[src/rtl/wts_i2s_pkg.sv]
// wts_i2s_pkg -- shared constants and helpers for the wave table sound I2S
// transmitter (wts_i2s_out and its bit-clock generator).
//   - frame geometry: 64 BCLK per frame, two 32-bit slots, 16-bit words
//   - LRCLK edge positions within the frame (bit counter k)
//   - LFSR seed/taps for the optional low-nibble dither (WTS_I2S_DITHER_EN)
//   - to_i2s_word(): offset-binary 12-bit sample -> left-justified 16-bit
//     two's complement word, with mute and dither nibble
package wts_i2s_pkg;

    localparam int FRAME_BITS  = 64;
    localparam int SLOT_BITS   = 32;
    localparam int WORD_BITS   = 16;
    localparam int SAMPLE_BITS = 12;

    // LRCLK goes high entering k=31 and low entering k=63, one BCLK ahead
    // of each slot's MSB. k=63 is also where both channels are latched.
    localparam logic [5:0] LR_RISE_K = 6'd31;
    localparam logic [5:0] LR_FALL_K = 6'd63;
    localparam logic [5:0] LATCH_K   = 6'd63;
    localparam logic [5:0] RESET_K   = 6'd62;

    // Galois form of x^16+x^14+x^13+x^11+1, right-shifting.
    localparam logic [15:0] LFSR_SEED = 16'hACE1;
    localparam logic [15:0] LFSR_TAPS = 16'hB400;

    // Offset binary to two's complement is an MSB flip; the sample is then
    // left-justified with the dither nibble below it. Mute wins over all.
    function automatic logic [WORD_BITS-1:0] to_i2s_word(
        input logic [SAMPLE_BITS-1:0] sample,
        input logic                   mute,
        input logic [3:0]             dither
    );
        if (mute) begin
            return 16'h0000;
        end else begin
            return {~sample[SAMPLE_BITS-1], sample[SAMPLE_BITS-2:0], dither};
        end
    endfunction

    function automatic logic [15:0] lfsr_step(input logic [15:0] state);
        if (state[0]) begin
            return (state >> 1) ^ LFSR_TAPS;
        end else begin
            return state >> 1;
        end
    endfunction

endpackage

[src/rtl/wts_i2s_bclk_gen.sv]
// wts_i2s_bclk_gen -- divides clk down to the I2S bit clock.
//   clk        in   system clock
//   nreset     in   synchronous active-low reset
//   i2s_bclk   out  bit clock, BCLK_DIV clk per half-period, low after reset
//   fall_tick  out  high during the clk cycle whose closing edge drives
//                   i2s_bclk 1->0, so frame logic clocked on that edge moves
//                   in step with the falling BCLK edge
module wts_i2s_bclk_gen #(
    parameter int BCLK_DIV = 4
) (
    input  logic clk,
    input  logic nreset,
    output logic i2s_bclk,
    output logic fall_tick
);

    localparam int CW = (BCLK_DIV > 1) ? $clog2(BCLK_DIV) : 1;
    localparam logic [CW-1:0] TERM = CW'(BCLK_DIV - 1);

    logic [CW-1:0] div_cnt_r;
    logic [CW-1:0] div_cnt_nx_s;
    logic          bclk_r;
    logic          bclk_nx_s;
    logic          fall_tick_r;

    // Next divider count and bit-clock level.
    always_comb begin
        div_cnt_nx_s = div_cnt_r;
        bclk_nx_s    = bclk_r;
        if (div_cnt_r == TERM) begin
            div_cnt_nx_s = '0;
            bclk_nx_s    = ~bclk_r;
        end else begin
            div_cnt_nx_s = div_cnt_r + CW'(1);
            bclk_nx_s    = bclk_r;
        end
    end

    // Divider state; fall_tick is precomputed from the next state so it is
    // a register yet lines up with the edge that actually drops BCLK.
    always_ff @(posedge clk) begin
        if (!nreset) begin
            div_cnt_r   <= '0;
            bclk_r      <= 1'b0;
            fall_tick_r <= 1'b0;
        end else begin
            div_cnt_r   <= div_cnt_nx_s;
            bclk_r      <= bclk_nx_s;
            fall_tick_r <= (div_cnt_nx_s == TERM) && bclk_nx_s;
        end
    end

    assign i2s_bclk  = bclk_r;
    assign fall_tick = fall_tick_r;

endmodule

[src/rtl/wts_i2s_out.sv]
// wts_i2s_out -- Philips I2S transmitter for the wave table sound core.
// Serialises two 12-bit offset-binary channels as 16-bit left-justified
// two's complement words in a 64-BCLK frame.
//   clk           in   system clock (21.47727 MHz)
//   nreset        in   synchronous active-low reset
//   left_in       in   12-bit left sample (offset binary)
//   right_in      in   12-bit right sample (offset binary)
//   mute          in   forces the next latched words to zero
//   i2s_bclk      out  bit clock
//   i2s_lrclk     out  word select, 0 = left, 1 = right
//   i2s_sdata     out  serial data, MSB first
//   frame_strobe  out  one-clk pulse when a new L/R pair is latched
// Optional: define WTS_I2S_DITHER_EN to fill the word low nibbles from a
// 16-bit LFSR instead of zeros.
module wts_i2s_out
    import wts_i2s_pkg::*;
#(
    parameter int BCLK_DIV = 4
) (
    input  logic                   clk,
    input  logic                   nreset,
    input  logic [SAMPLE_BITS-1:0] left_in,
    input  logic [SAMPLE_BITS-1:0] right_in,
    input  logic                   mute,
    output logic                   i2s_bclk,
    output logic                   i2s_lrclk,
    output logic                   i2s_sdata,
    output logic                   frame_strobe
);

    logic                 fall_tick_s;
    logic [5:0]           k_r;
    logic [5:0]           k_nx_s;
    logic                 latch_s;
    logic                 lrclk_nx_s;
    logic                 sdata_nx_s;
    logic [WORD_BITS-1:0] left_word_r;
    logic [WORD_BITS-1:0] right_word_r;
    logic                 lrclk_r;
    logic                 sdata_r;
    logic                 strobe_r;
    logic [3:0]           dith_l_s;
    logic [3:0]           dith_r_s;

    wts_i2s_bclk_gen #(
        .BCLK_DIV (BCLK_DIV)
    ) u_bclk_gen (
        .clk       (clk),
        .nreset    (nreset),
        .i2s_bclk  (i2s_bclk),
        .fall_tick (fall_tick_s)
    );

`ifdef WTS_I2S_DITHER_EN
    logic [15:0] lfsr_r;

    // Dither source: current value feeds this latch, then it steps once.
    always_ff @(posedge clk) begin
        if (!nreset) begin
            lfsr_r <= LFSR_SEED;
        end else if (latch_s) begin
            lfsr_r <= lfsr_step(lfsr_r);
        end else begin
            lfsr_r <= lfsr_r;
        end
    end

    assign dith_l_s = lfsr_r[3:0];
    assign dith_r_s = lfsr_r[7:4];
`else
    assign dith_l_s = 4'b0000;
    assign dith_r_s = 4'b0000;
`endif

    // Next bit position and the LRCLK/SDATA levels that belong to it.
    // Both slots map bit k to word[15 - (k mod 16)], i.e. ~k[3:0].
    always_comb begin
        k_nx_s     = k_r + 6'd1;
        latch_s    = fall_tick_s && (k_nx_s == LATCH_K);
        lrclk_nx_s = (k_nx_s >= LR_RISE_K) && (k_nx_s < LR_FALL_K);
        if (k_nx_s[5:4] == 2'b00) begin
            sdata_nx_s = left_word_r[~k_nx_s[3:0]];
        end else if (k_nx_s[5:4] == 2'b10) begin
            sdata_nx_s = right_word_r[~k_nx_s[3:0]];
        end else begin
            sdata_nx_s = 1'b0;
        end
    end

    // Frame state: everything moves only on the BCLK falling edge.
    always_ff @(posedge clk) begin
        if (!nreset) begin
            k_r          <= RESET_K;
            lrclk_r      <= 1'b0;
            sdata_r      <= 1'b0;
            strobe_r     <= 1'b0;
            left_word_r  <= 16'h0000;
            right_word_r <= 16'h0000;
        end else if (fall_tick_s) begin
            k_r      <= k_nx_s;
            lrclk_r  <= lrclk_nx_s;
            sdata_r  <= sdata_nx_s;
            strobe_r <= latch_s;
            if (latch_s) begin
                left_word_r  <= to_i2s_word(left_in, mute, dith_l_s);
                right_word_r <= to_i2s_word(right_in, mute, dith_r_s);
            end else begin
                left_word_r  <= left_word_r;
                right_word_r <= right_word_r;
            end
        end else begin
            k_r          <= k_r;
            lrclk_r      <= lrclk_r;
            sdata_r      <= sdata_r;
            strobe_r     <= 1'b0;
            left_word_r  <= left_word_r;
            right_word_r <= right_word_r;
        end
    end

    assign i2s_lrclk    = lrclk_r;
    assign i2s_sdata    = sdata_r;
    assign frame_strobe = strobe_r;

endmodule

[config.mk]
export PLATFORM = sky130hd
export DESIGN_NAME = wts_i2s_out
export DESIGN_NICKNAME = d
export VERILOG_FILES = /design/src/rtl/wts_i2s_pkg.sv /design/src/rtl/wts_i2s_bclk_gen.sv /design/src/rtl/wts_i2s_out.sv
export SDC_FILE = /design/constraint.sdc
export NUM_CORES = 1
export LEC_CHECK = 0
export ABC_AREA = 1
export ABC_CLOCK_PERIOD_IN_PS = 3700
export CORE_AREA = 2 2 62 64
export DETAILED_ROUTE_END_ITERATION = 7
export DIE_AREA = 0 0 64 66
export HOLD_SLACK_MARGIN = 0.15
export PLACE_DENSITY = 0.86
export SYNTH_ARGS = -nofsm -noshare
export SYNTH_HDL_FRONTEND = slang
export SYNTH_SLANG_ARGS = --single-unit
[constraint.sdc]
create_clock -name clk -period 3.7 [get_ports clk]
set_clock_uncertainty 0.2 [all_clocks]
set_input_delay 0.555 -clock clk [delete_from_list [all_inputs] [get_ports clk]]
set_output_delay 0.555 -clock clk [all_outputs]
set_load 0.1 [all_outputs]
# Yosys cells after proc, flatten, opt, wreduce, memory -nomap -nowiden
# Index checks and enable logic that the tools add are counted.
# word_totals
reg_bits	45
inputBits	27
output_inout_bits	4
wordCells	38
# op_classes
add_sub_neg	2
order_cmp	3
n_eq_ne	4
mux	10
bitwise_logic	4
n_reduce_logical	6
# op_table
cell	count
16-bit 2-to-1 mux	2
1-bit binary-select mux with 4-bit select	2
6-bit by 1-bit adder with 6-bit output, second input constant	1
2-bit equality test, second input constant	3
6-bit equality test, second input constant	1
6-bit by 5-bit >= comparator with 1-bit output, second input constant	1
6-bit less-than comparator, second input constant	1
4-bit by 5-bit less-than comparator with 1-bit output, second input constant	1
1-bit 2-to-1 mux	5
4-bit inverter	1
2-bit AND reduction	2
1-bit logical AND	3
1-bit inverter	3
2-bit by 1-bit adder with 2-bit output, second input constant	1
2-bit zero test	1
2-bit 2-to-1 mux	1

# Logic depth before layout (Yosys ltp)
# Gate-level depths: netlist of run 1.
# depth
depth_word	6
mapped_depth	15
ltp_nobuf	13

# Cells and area by module
# Synthesis of run 1 repeated with hierarchy kept, for this count alone.
# hier_totals
hier_cells	257
hier_area_um2	1855.5
# by_module_without_submodules
mod	n_inst	cells_each	area_each_um2	seq_area_each_um2
wts_i2s_out	1	241	1705.4	660.6
wts_i2s_bclk_gen	1	16	150.1	80.1

# Least setup slack after synthesis of run 1
# OpenSTA, ideal clock, no wires.
# synth_path
path_kind	flip-flop to flip-flop
startpoint	register k_r[0]
endpoint	register sdata_r, in the netlist i2s_sdata
setup_ns	0.109
arrival_ns	1.814
required_ns	3.391
path_slack_ns	1.578
stages_incl_launch_ff	16
n_path_buf	2
synth_period_minus_slack_ns	2.122
path_cell_list	dfxtp_1 > inv_1 > clkbuf_1 > ha_1 > clkbuf_1 > inv_1 > nand3_1 > nand2_1 > nand2_1 > nand2_1 > nand2_1 > nand2_1 > nand2_1 > nand3_1 > nand2_1 > inv_1
# synth_between
elab_chain_cells	6
word_cells_on_any_way	10
cone_classes	1 x add/sub; 1 x eq/ne; 6 x mux; 1 x bitwise; 1 x reduce/logical
# synth_rtl
item	line	rtl
from (decl)	wts_i2s_out.sv:32	logic [5:0] k_r;
from (signal assigned)	wts_i2s_out.sv:100	k_r <= k_nx_s;
from (signal assigned)	wts_i2s_out.sv:112	k_r <= k_r;
6-bit by 1-bit adder with 6-bit output *	wts_i2s_out.sv:78	k_nx_s = k_r + 6'd1;
net k_nx_s[0]	wts_i2s_out.sv:33	logic [5:0] k_nx_s;
4-bit inverter *	wts_i2s_out.sv:82, wts_i2s_out.sv:84	
1-bit binary-select mux with 4-bit select	wts_i2s_out.sv:84	sdata_nx_s = right_word_r[~k_nx_s[3:0]];
1-bit 2-to-1 mux (implied by the code)	wts_i2s_out.sv:84	
1-bit 2-to-1 mux	wts_i2s_out.sv:83	end else if (k_nx_s[5:4] == 2'b10) begin
1-bit 2-to-1 mux *	wts_i2s_out.sv:81	if (k_nx_s[5:4] == 2'b00) begin
to (signal assigned)	wts_i2s_out.sv:102	sdata_r <= sdata_nx_s;
to (signal assigned)	wts_i2s_out.sv:114	sdata_r <= sdata_r;
to (decl)	wts_i2s_out.sv:40	logic sdata_r;
# Mark *: on every way through the listed nets, which the timed path passes. The rest lies on a longest branch. The select of a mux whose other input is x is not followed.
# A chain may end at the register's enable or synchronous reset.

# Worst setup path after layout of run 1
# layout_path
startpoint	register u_bclk_gen.bclk_r, in the netlist u_bclk_gen.i2s_bclk
endpoint	output i2s_bclk
# layout_rtl
item	line	rtl
from (decl)	wts_i2s_bclk_gen.sv:22	logic bclk_r;
from (signal assigned)	wts_i2s_bclk_gen.sv:48	bclk_r <= bclk_nx_s;
to (decl)	wts_i2s_out.sv:25	output logic i2s_bclk,
# No word-level cell between the ends.

==> results of run 1 <==
==> sequential cells by signal (all words and copies together), names as in the netlist <==
signal and flops:
left_word_r 12, right_word_r 12, k_r 6, u_bclk_gen.div_cnt_r 2, frame_strobe 1, i2s_lrclk 1
i2s_sdata 1, u_bclk_gen.fall_tick 1, u_bclk_gen.i2s_bclk 1
==> worst paths after layout <==
path	end	slack [ns]	cells past startpoint
worst max-delay path	i2s_bclk	1.09	1
worst min-delay path	u_bclk_gen.div_cnt_r[0]	0.28	1
worst max register to register	right_word_r[5]	1.21	8
worst min register to register	u_bclk_gen.div_cnt_r[0]	0.28	1
==> cells in the mapped netlist, drive strengths merged <==
cell type	n	share of area, %
nand2b	1	0.32
or2	2	0.64
clkbuf	9	1.7
nand3	38	9.7
nor3	1	0.25
o21ai	11	2.8
a21oi	7	1.8
xnor2	2	1.3
ha	4	2.5
nand4	2	0.64
nor3b	1	0.38
nor2	44	9.2
xor2	1	0.45
inv	43	8.2
buf	6	3.3
dfxtp	37	38
clkinv	1	0.19
nand2	86	19
==> cell usage in the layout, fill, tap and decap left out, types with 2 or more instances in the layout <==
master and instances:
inv_1 43, a21oi_1 7, clkbuf_4 5, nand2_1 67, clkdlybuf4s50_1 30, nand2_2 19
dfxtp_1 37, nand4_1 2, or2_2 2, buf_4 2, nand3_1 38, nor2_1 43
o21ai_0 11, ha_1 4
==> stage by stage <==
step	instances	setup slack, ns	power [W]	instance area (µm²)	hold slack, ns
3_5_place_dp	361	1.202	0.0005100	2241	0.2650
2_1_floorplan	296	1.578	0.0004726	1964	0.2307
6_report	368	1.088	0.0007145	2296	0.2768
3_3_place_gp	361	1.216	0.0005076	2241	0.2431
4_1_cts	368	1.080	0.0007227	2296	0.2785
5_1_grt	368	0.9441	0.0007502	2296	0.2920
==> where the power goes <==
group	internal (W)	switching, W
logic	0.0000423	0.0000478
clock network	0.0000896	0.000125
registers	0.000405	0.00000548
==> per-layer routing <==
| layer | up-vias | share of wire [%] | global-route usage (%) |
|---|---|---|---|
| li1 | 946 | - | - |
| met1 | 761 | 46 | 22.84 |
| met2 | 41 | 47 | 34.77 |
| met3 | 10 | 4.5 | 3.407 |
| met4 | 0 | 2.4 | 12.23 |
| met5 | - | 0 | 0 |
==> cell type report <==
class / instances / area, µm² / share of cell area (%)
clock buffers: 7 / 55.05 / 2.398
multi-input cells: 200 / 959.7 / 41.80
well taps: 48 / 60.06 / 2.616
inverters: 44 / 165.2 / 7.193
repair buffers: 32 / 315.3 / 13.73
flip-flops and latches: 37 / 740.7 / 32.26
==> logic make-up after synthesis <==
logic type      after synthesis  synth area share, %
flops                        37                37.71
fa+ha+maj                     4                2.548
simple gates                175                40.00
buf+inv                      59                13.44
compound gates               18                4.586
xor+xnor                      3                1.720
==> results.sh, run 1 <==
export IMPL_status="complete, no violations"
export IMPL_setup_tns_final_ns=0
export IMPL_cts_resized=0
export IMPL_finalSetupViolations=0
export IMPL_start_util_pct=55.32
export IMPL_ir_drop_mv=0.1921
export IMPL_drt_drc_violations_left=0
export IMPL_p_leak_nw=1.151
export IMPL_crit_path_start_kind="flop"
export IMPL_drtIter0Drc=72
export IMPL_wirelength_um=3679
export IMPL_clkSinkCount=37
export IMPL_cp_cell_sequence="clkdlybuf4s50_1"
export IMPL_core_um2=3551
export IMPL_yosys_register_bits=37
export IMPL_worst_path_max_delay_cell="clkdlybuf4s50_1"
export IMPL_worstSetupPathType="reg2out"
export IMPL_final_core_utilization_pct=64.66
export IMPL_grt_max_degree=28
export IMPL_max_freq_mhz=382.9
export IMPL_hold_class="reg2reg"
export IMPL_cts_buffers=5
export IMPL_critPathTopFamily="buffers and inverters"
export IMPL_path_buf_inv=1
export IMPL_syn_cell_area_um2=1964
export IMPL_ys_warn_count=0
export IMPL_rsz0062_at_grt="false"
export IMPL_syn2layout_area_growth_pct=16.88
export IMPL_max_cap_viol_count=0
export IMPL_max_stage_delay_ns=1.14
export IMPL_port_buffers=30
export IMPL_timing_final_crit_period_ns=2.612
export IMPL_cts_hold_buf=0
export IMPL_cp_startpoint="u_bclk_gen.i2s_bclk"
export IMPL_hold_viol=0
export IMPL_cts_tree="built"
export IMPL_drive_gt1_share_pct=9.688
export IMPL_worstHoldStart="u_bclk_gen.div_cnt_r[0]"
export IMPL_cts_root_buf="clkbuf_4"
export IMPL_clk_latency_ns=0.35
export IMPL_endpoint_kind="primary output"
export IMPL_synth_cell_types=24
export IMPL_worst_slew_pin_slew_ns=0.9738
export IMPL_ant_nets=0
export IMPL_h_tree_depth=2
export IMPL_pin_count=31
export IMPL_dieArea_um2=4224
export IMPL_place_hpwl_um=2671
export IMPL_required_ns=2.94
export IMPL_antenna_found_initial=0
export IMPL_grt_pass1_vias=1620
export IMPL_syn_inst=296
export IMPL_cts_buffer_depth=2
export IMPL_path_clk_slew_ns=0.10
export IMPL_r2r_start="k_r[0]"
export IMPL_fp_dieH_um=66
export IMPL_syn_nets=327
export IMPL_cp_max_fo=2
export IMPL_avgSynthCellArea_um2=6.636
export IMPL_nets=351
export IMPL_die_w_um=64
export IMPL_overflow=0
export IMPL_grtUsageTotal_pct=20.00
export IMPL_arrival_ns=1.86
export IMPL_finalCritPeriodShare_pct=70.58
export IMPL_slew_viol_final=0
export IMPL_synth_seq_area_share_pct=37.71
export IMPL_diodes=0
export IMPL_drt_vias_per_instance=4.777
export IMPL_power_density_nw_per_um2=311.2
export IMPL_num_vias=1758
export IMPL_place_congestion=0.9759
export IMPL_relSlewSlack_pct=34.88
export IMPL_wl_per_cell_um=9.997
export IMPL_drtPass1Iterations=5
export IMPL_postCtsSetupBuffers=0
export IMPL_fillerInstances=316
export IMPL_grt_pass1_wl_um=6651
export IMPL_num_rows=22
(Power assumes the default switching activity.)
==> run 2, diff against run 1 <==
--- a/config.mk
+++ b/config.mk
@@ -6,12 +6,12 @@
 export NUM_CORES = 1
 export LEC_CHECK = 0
 export ABC_AREA = 1
-export ABC_CLOCK_PERIOD_IN_PS = 3700
-export CORE_AREA = 2 2 62 64
+export ABC_CLOCK_PERIOD_IN_PS = 2620
+export CORE_AREA = 2 2 64 66
 export DETAILED_ROUTE_END_ITERATION = 7
-export DIE_AREA = 0 0 64 66
+export DIE_AREA = 0 0 66 68
 export HOLD_SLACK_MARGIN = 0.15
-export PLACE_DENSITY = 0.86
+export PLACE_DENSITY = 0.82
 export SYNTH_ARGS = -nofsm -noshare
 export SYNTH_HDL_FRONTEND = slang
 export SYNTH_SLANG_ARGS = --single-unit
==> constraint.sdc (replaced) <==
create_clock -name clk -period 2.62 [get_ports clk]
set_clock_uncertainty 0.2 [all_clocks]
set_input_delay 0.393 -clock clk [delete_from_list [all_inputs] [get_ports clk]]
set_output_delay 0.393 -clock clk [all_outputs]
set_load 0.1 [all_outputs]
==> results.sh, run 2 (synthesis results as in run 1) <==
export IMPL_status="complete, no violations"
export IMPL_num_rows=23
export IMPL_path_clk_slew_ns=0.07
export IMPL_postCtsSetupBuffers=0
export IMPL_required_ns=2.65
export IMPL_grt_pass1_wl_um=6686
export IMPL_fillerInstances=362
export IMPL_drive_gt1_share_pct=12.65
export IMPL_hold_viol=0
export IMPL_cts_resized=0
export IMPL_port_buffers=30
export IMPL_max_freq_mhz=439.8
export IMPL_reg2regPathDepth=8
export IMPL_cts_buffer_depth=2
export IMPL_cts_tree="built"
export IMPL_arrival_ns=2.30
export IMPL_p_leak_nw=1.197
export IMPL_largestRegisters="left_word_r: 12 flops, right_word_r: 12 flops, k_r: 6 flops"
export IMPL_hold_class="reg2reg"
export IMPL_finalCritPeriodShare_pct=86.78
export IMPL_die_w_um=66
export IMPL_grtUsageTotal_pct=19.10
export IMPL_final_cell_mix="nand2_1 (67), inv_1 (43), nor2_1 (43)"
export IMPL_crit_path_start_kind="flop"
export IMPL_diodes=0
export IMPL_final_core_utilization_pct=61.16
export IMPL_relSlewSlack_pct=67.86
export IMPL_place_hpwl_um=2668
export IMPL_grt_pass1_vias=1600
export IMPL_drtIter0Drc=106
export IMPL_cp_max_fo=25
export IMPL_worst_slew_pin_slew_ns=0.4820
export IMPL_cts_buffers=5
export IMPL_syn2layout_area_growth_pct=20.06
export IMPL_whs_path_depth=1
export IMPL_clkSinkCount=37
export IMPL_start_util_pct=50.94
export IMPL_antenna_found_initial=0
export IMPL_h_tree_depth=2
export IMPL_max_stage_delay_ns=0.44
export IMPL_pin_count=31
export IMPL_wirelength_um=3715
export IMPL_final_common_cell="nand2_1"
export IMPL_power_density_nw_per_um2=483.6
export IMPL_grt_max_degree=27
export IMPL_setup_tns_final_ns=0
export IMPL_overflow=0
export IMPL_finalSetupViolations=0
export IMPL_dieArea_um2=4488
export IMPL_drt_drc_violations_left=0
export IMPL_num_vias=1755
export IMPL_worst_path_max_delay_cell="dfxtp_1"
export IMPL_max_cap_viol_count=0
export IMPL_cp_cell_sequence="ha_1 > nand3_1 > xnor2_2 > nand4_1 > nand2b_1 > nor2_8 > nand2_1 > nand2_1"
export IMPL_drt_vias_per_instance=4.693
export IMPL_wl_per_cell_um=9.933
export IMPL_ir_drop_mv=0.2510
export IMPL_drtPass1Iterations=4
export IMPL_ant_nets=0
export IMPL_nets=354
export IMPL_core_um2=3856
export IMPL_endpoint_kind="flop"
export IMPL_rsz0062_at_grt="false"
export IMPL_place_congestion=0.8532
export IMPL_cts_root_buf="clkbuf_8"
export IMPL_slew_viol_final=0
export IMPL_timing_final_crit_period_ns=2.274
export IMPL_crit_path_frequent_cell="nand2_1"
export IMPL_cts_hold_buf=0
export IMPL_clk_latency_ns=0.28
export IMPL_worstSetupPathType="reg2reg"
export IMPL_fp_dieH_um=68
run 2: final timing paths:
check	from	endpoint	slack [ns]
max	k_r[1]	right_word_r[15]	0.35
min	u_bclk_gen.div_cnt_r[0]	u_bclk_gen.div_cnt_r[0]	0.26
max reg2reg	k_r[1]	right_word_r[15]	0.35
min reg2reg	u_bclk_gen.div_cnt_r[0]	u_bclk_gen.div_cnt_r[0]	0.26
run 2: through the flow:
| step | area [µm²] | power, W | setup slack (ns) | cells | hold slack [ns] |
|---|---|---|---|---|---|
| after floorplan | 1964 | 0.0006673 | 0.4975 | 296 | 0.2307 |
| after global placement | 2256 | 0.0007193 | 0.4315 | 366 | 0.2413 |
| after detailed placement | 2256 | 0.0007219 | 0.2885 | 366 | 0.2512 |
| after CTS | 2357 | 0.001145 | 0.2621 | 374 | 0.2616 |
| after global routing | 2359 | 0.001183 | 0.09833 | 374 | 0.2911 |
| final | 2359 | 0.001141 | 0.3463 | 374 | 0.2578 |
run 2: final cells by class:
class | instances | area (µm²) | area share, %
Multi-Input combinational cell | 200 | 959.7 | 40.69
Sequential cell | 37 | 742.0 | 31.46
Tap cell | 50 | 62.56 | 2.653
Timing Repair Buffer | 35 | 327.8 | 13.90
Clock inverter | 1 | 5.005 | 0.2122
Inverter | 44 | 165.2 | 7.003
Clock buffer | 7 | 96.34 | 4.085
run 2: where the power goes:
group | internal, W | leakage, nW | switching [W]
sequential | 0.000572 | 0.299 | 0.00000714
clock | 0.000238 | 0.0542 | 0.000195
combinational | 0.0000605 | 0.843 | 0.0000690
total | 0.000870 | 1.20 | 0.000271
run 2: worst max-delay path: cells and delay by family, from the launching register on:
| family | cells | cell delay (ns) |
|---|---|---|
| flip-flops | 1 | 0.44 |
| XOR/XNOR | 1 | 0.22 |
| AND/OR/NAND/NOR | 6 | 1.11 |
| adder cells (fa/ha/maj) | 1 | 0.23 |
run 2: metal layers:
layer	track usage, %	part of all wire [%]	up-vias	wire (µm)
met4	4.592	0.83	0	31
met1	23.63	47	762	1731
met3	4.934	3.6	4	133
met5	0	0	-	0
li1	-	-	952	-
met2	33.46	49	37	1818
